[config.mk]
export PLATFORM = sky130hd
export DESIGN_NAME = mac_seq_ctrl
export DESIGN_NICKNAME = d
export VERILOG_FILES = /design/src/rtl/mac_seq_pkg.sv /design/src/rtl/vld_delay_line.sv /design/src/rtl/mac_seq_ctrl.sv
export SDC_FILE = /design/constraint.sdc
export NUM_CORES = 1
export LEC_CHECK = 0
export ABC_AREA = 0
export CAP_MARGIN = 10
export CORE_UTILIZATION = 45
export DETAILED_ROUTE_END_ITERATION = 12
export GPL_ROUTABILITY_DRIVEN = 0
export PLACE_DENSITY_LB_ADDON = 0.12
export SETUP_SLACK_MARGIN = 0.15
export SLEW_MARGIN = 0
export SYNTH_ARGS = -nofsm -noshare
export SYNTH_HDL_FRONTEND = slang
export SYNTH_SLANG_ARGS = --single-unit
[constraint.sdc]
create_clock -name clk_i -period 2.2 [get_ports clk_i]
set_input_delay 0.33 -clock clk_i [delete_from_list [all_inputs] [get_ports clk_i]]
set_output_delay 0.33 -clock clk_i [all_outputs]
set_load 0.02 [all_outputs]
[src/rtl/mac_seq_pkg.sv]
// Shared definitions for the posit MAC sequencer: state encoding and the
// geometry of the stage-valid vector driven into the datapath.
package mac_seq_pkg;

  typedef logic [2:0] state_t;

  localparam state_t S_IDLE  = 3'd0;
  localparam state_t S_FEED  = 3'd1;
  localparam state_t S_DRAIN = 3'd2;
  localparam state_t S_DONE  = 3'd3;
  localparam state_t S_CLEAR = 3'd4;

  localparam int PIPE_DEF = 12;
  // Position of the job-active flag inside the stage-valid vector.
  localparam int JOB_BIT  = PIPE_DEF - 1;

  // States in which a job owns the accumulators.
  function automatic logic is_job_state(input state_t s);
    return (s == S_FEED) || (s == S_DRAIN) || (s == S_DONE);
  endfunction

endpackage

[src/rtl/vld_delay_line.sv]
// Beat-valid delay line feeding per-stage enables; a synchronous clear flushes
// all in-flight strobes in one cycle.
module vld_delay_line #(
  parameter int DEPTH = 11
) (
  input  logic             clk_i,
  input  logic             rstn,
  input  logic             clr,
  input  logic             d,
  output logic [DEPTH-1:0] q
);

  // Stage 0 is the registered input strobe; stage i follows stage i-1.
  always_ff @(posedge clk_i or negedge rstn) begin
    if (!rstn) begin
      q <= '0;
    end else if (clr) begin
      q <= '0;
    end else begin
      q <= {q[DEPTH-2:0], d};
    end
  end

endmodule

[src/rtl/mac_seq_ctrl.sv]
// K-term dot-product sequencer for the posit MAC pipeline.
// Optional drain watchdog enabled by defining MAC_SEQ_WDOG_EN.
module mac_seq_ctrl
  import mac_seq_pkg::*;
#(
  parameter int K        = 9,
  parameter int PIPE     = PIPE_DEF,
  parameter int WK       = $clog2(K) + 1,
  parameter int WDOG_CYC = 32
) (
  input  logic            clk_i,
  input  logic            rstn,
  input  logic            start_i,
  input  logic            in_vld_i,
  output logic            in_rdy_o,
  output logic [PIPE-1:0] vld_d_o,
  input  logic            acc_rdy_i,
  output logic            out_vld_o,
  input  logic            out_rdy_i,
  output logic            busy_o,
  output logic [WK-1:0]   term_cnt_o,
  output logic            err_o
);

  localparam logic [WK-1:0] K_W    = WK'(K);
  localparam logic [WK-1:0] K_LAST = WK'(K - 1);

  state_t          state;
  state_t          state_nxt;
  logic [WK-1:0]   term_cnt;
  logic            job_act;
  logic            accept;
  logic            start_acc;
  logic            wdog_fire;
  logic [PIPE-2:0] dl_q;

  assign in_rdy_o   = (state == S_FEED) && (term_cnt < K_W);
  assign accept     = in_vld_i && in_rdy_o;
  assign start_acc  = (state == S_IDLE) && start_i;
  assign term_cnt_o = term_cnt;
  assign vld_d_o    = {job_act, dl_q};

`ifdef MAC_SEQ_WDOG_EN
  localparam int            WW        = $clog2(WDOG_CYC) + 1;
  localparam logic [WW-1:0] WDOG_LAST = WW'(WDOG_CYC - 1);

  logic [WW-1:0] wdog_cnt;

  assign wdog_fire = (state == S_DRAIN) && !acc_rdy_i && (wdog_cnt == WDOG_LAST);

  // Counts cycles spent in DRAIN; restarts from zero on every entry.
  always_ff @(posedge clk_i or negedge rstn) begin
    if (!rstn) begin
      wdog_cnt <= '0;
      err_o    <= 1'b0;
    end else begin
      wdog_cnt <= (state == S_DRAIN) ? wdog_cnt + 1'b1 : '0;
      if (start_acc)      err_o <= 1'b0;
      else if (wdog_fire) err_o <= 1'b1;
    end
  end
`else
  logic unused_wdog_cfg;

  assign wdog_fire       = 1'b0;
  assign err_o           = 1'b0;
  assign unused_wdog_cfg = (WDOG_CYC > 0);
`endif

  always_comb begin
    // NOTE: default assignment before the case so every path assigns state_nxt; no latch is inferred.
    state_nxt = state;
    case (state)
      S_IDLE:  if (start_i) state_nxt = S_FEED;
      S_FEED:  if (accept && (term_cnt == K_LAST)) state_nxt = S_DRAIN;
      S_DRAIN: begin
        if (acc_rdy_i)      state_nxt = S_DONE;
        else if (wdog_fire) state_nxt = S_CLEAR;
      end
      S_DONE:  if (out_rdy_i) state_nxt = S_CLEAR;
      S_CLEAR: state_nxt = S_IDLE;
      default: state_nxt = S_IDLE;
    endcase
  end

  // Flags are registered from the next state so they align with the state they describe.
  always_ff @(posedge clk_i or negedge rstn) begin
    if (!rstn) begin
      state     <= S_IDLE;
      term_cnt  <= '0;
      job_act   <= 1'b0;
      busy_o    <= 1'b0;
      out_vld_o <= 1'b0;
    end else begin
      // NOTE: non-blocking assignments for all registered state so every flop samples pre-edge values.
      state     <= state_nxt;
      job_act   <= is_job_state(state_nxt);
      busy_o    <= (state_nxt != S_IDLE);
      out_vld_o <= (state_nxt == S_DONE);
      if (start_acc)   term_cnt <= '0;
      else if (accept) term_cnt <= term_cnt + 1'b1;
    end
  end

  // Entering CLEAR flushes in-flight strobes so the CLEAR cycle is all-zero.
  vld_delay_line #(
    .DEPTH (PIPE - 1)
  ) u_vld_delay_line (
    .clk_i (clk_i),
    .rstn  (rstn),
    .clr   (state_nxt == S_CLEAR),
    .d     (accept),
    .q     (dl_q)
  );

endmodule

==> metrics <==
postcts setup bufs=0; count of different cell masters after synthesis=30; initial core utilization=0.475; net count after synthesis=87; Data required, critical path=1.87 ns; DP Area=roughly 1200 um^2; I/O pins=27; sequential fraction of the synthesis area=0.591; Num Clock Sinks=22; Die Wd=47.5 um; router iterations before antenna repair=4; max_slew headroom=0.535; flops & latches, synth=22; CTS tree=yes; Finished Layout Cells=around 140; Syn Inst Count=79; first-pass GRT wire length=2620 um; Final period util=0.905; H-tree lvl count=1; Worst Setup End Kind=output pin; routed wire length=1700 um; Worst setup SP type=flip-flop; peak fanout along the critical path=2; die span in y=47.5 um; Worst-Margin Slew=0.688 ns; pin count of the biggest net entering global routing=23; maxcap violations=0; post-cts hold buffer count=0; hpwl dp=1230 um; placed cells=131; Synth-to-Final Area Change=34.8%; row count=16; leakage=0.585 nW; setup violators final=0; Iteration-0 DRC Markers=4; worst setup path class=flip-flop to output pin; IO buf count=25; clock-pin slew on the worst setup and hold paths=0.12 ns; Avg WL per Cell=about 13 um; Fin Hold WS=0.356 ns; synth warn=0; antenna cells=0; HP Class=primary input to async pin; root buffer cell=clkbuf_4; total global routing overflow=0; # DRC=0; Finished Cell Area=1260 um^2; Synth Cell Area=932 um^2; Final min period=1.99 ns; core box area=~2000 um^2; clock buffer count from CTS=3; NumNets Final=117; fin util=0.640; Total Routing Usage GR=0.177; setup TNS=0 ns; fin. max-slew vios=0; RSZ-0062 raised after global routing=false; Worst IR Drop VDD=between 0.9 and 1 mV; vias in the first global route=586; # resized after CTS=3; Synth Area per Inst=11.8 um^2; vias=677; DR vias/cell=5.01; status=completed; Fmax=about 0.5 GHz; ANT nets after route=0; Layout fillers=roughly 180; clk_skew=0.00583 ns; PwrDens=around 1400 nW/um^2; Die ar.=about 2300 um^2; Worst Path Arrival=1.66 ns; worst skew pair latency=about 0.30 ns; final hold viol count=0; Max clock buf depth=2; layout cells sized above 1=0.130; initial antenna violation count=0
-- registers in the layout, indices dropped and copies added, names as in the netlist --
signal	flops
busy_o	1
job_act	1
out_vld_o	1
state	3
term_cnt_o	5
u_vld_delay_line.q	11
-- cell usage after synthesis (all sizes together) --
| cell type | n | share of area |
|---|---|---|
| or2 | 1 | 0.0067 |
| conb | 1 | 0.0040 |
| or4b | 2 | 0.026 |
| dfrtp | 22 | 0.59 |
| o22a | 1 | 0.0094 |
| and2 | 11 | 0.074 |
| nand3b | 2 | 0.016 |
| mux2i | 3 | 0.032 |
| or4 | 1 | 0.012 |
| buf | 4 | 0.034 |
| nand2 | 5 | 0.020 |
| clkbuf | 1 | 0.0040 |
| a311oi | 1 | 0.0094 |
| nor3b | 1 | 0.0081 |
| inv | 5 | 0.020 |
| or3 | 1 | 0.0067 |
| a31oi | 1 | 0.0067 |
| nor3 | 1 | 0.0054 |
| and3 | 2 | 0.013 |
| nand4 | 2 | 0.013 |
| nor4b | 1 | 0.0094 |
| ha | 2 | 0.027 |
| o31ai | 2 | 0.016 |
| nand4b | 1 | 0.0094 |
| nor2 | 3 | 0.012 |
| o2bb2ai | 1 | 0.0094 |
| a21oi | 1 | 0.0054 |
-- critical path, cell delays in order (launching register included) --
cell and delay (ns):
dfrtp_1 0.40, or4b_4 0.54, a21oi_1 0.14, clkdlybuf4s15_2 0.27
-- cells in the final DEF (no fill, tap or decap), drive strengths merged --
cell type	count
clkdlybuf4s50	24
dfrtp	22
and2	11
inv	5
nand2	5
buf	5
clkbuf	4
mux2i	3
nor2	3
nand3b	2
o31ai	2
and3	2
nand4	2
ha	2
or4b	2
or3	1
or4	1
nand4b	1
nor4b	1
nor3b	1
o22a	1
o2bb2ai	1
a21oi	1
nor3	1
a311oi	1
or2	1
a31oi	1
conb	1
clkdlybuf4s15	1
-- final cells by class --
cell class,count,area (um^2),area share
clock buffer,4,36.3,0.0289
inverter,5,18.8,0.0149
multi-input combinational,47,328,0.261
sequential,22,551,0.438
tap,27,33.8,0.0269
timing repair buffer,30,289,0.230
-- power breakdown --
part | switching (W) | total [W] | internal (W)
combinational | 0.000426 | 0.000858 | 0.000432
sequential | 0.0000845 | 0.000635 | 0.000551
clock | 0.000117 | 0.000218 | 0.000101
total | 0.000627 | 0.00171 | 0.00108
-- final timing paths --
path	start	endpoint	slack (ns)	depth (start not counted)
max	state[2]	in_rdy_o	0.21	3
min	rstn	busy_o	0.36	2
max reg2reg	state[2]	term_cnt_o[0]	0.40	4
min reg2reg	u_vld_delay_line.q[3]	u_vld_delay_line.q[4]	0.49	1
max in group asynchronous	rstn	u_vld_delay_line.q[3]	1.63	2
min in group clk_i	u_vld_delay_line.q[3]	u_vld_delay_line.q[4]	0.49	1
-- stage by stage --
step	power (W)	setup WS, ns
finish	0.00171	0.210
global route	0.00183	0.153
CTS	0.00174	0.184
detailed placement	0.00151	0.222
global placement	0.00150	0.230
floorplan	0.00111	0.449
-- cells by family after synthesis --
group | synth area share
other cells | 0.00402
mux | 0.0322
buf+inv | 0.0577
simple gates | 0.232
flops | 0.591
fa+ha+maj | 0.0268
compound gates | 0.0564
-- per-layer routing --
metal  wire length (um)  part of all wire  up-vias  GRT usage
li1                   -                 -      326          -
met1                759              0.45      335      0.239
met2                854              0.50       14      0.266
met3                 65             0.038        2     0.0340
met4                 23             0.014        0      0.103
met5                  0                 0        -          0
Note: power is estimated with default switching activity, not from simulation.
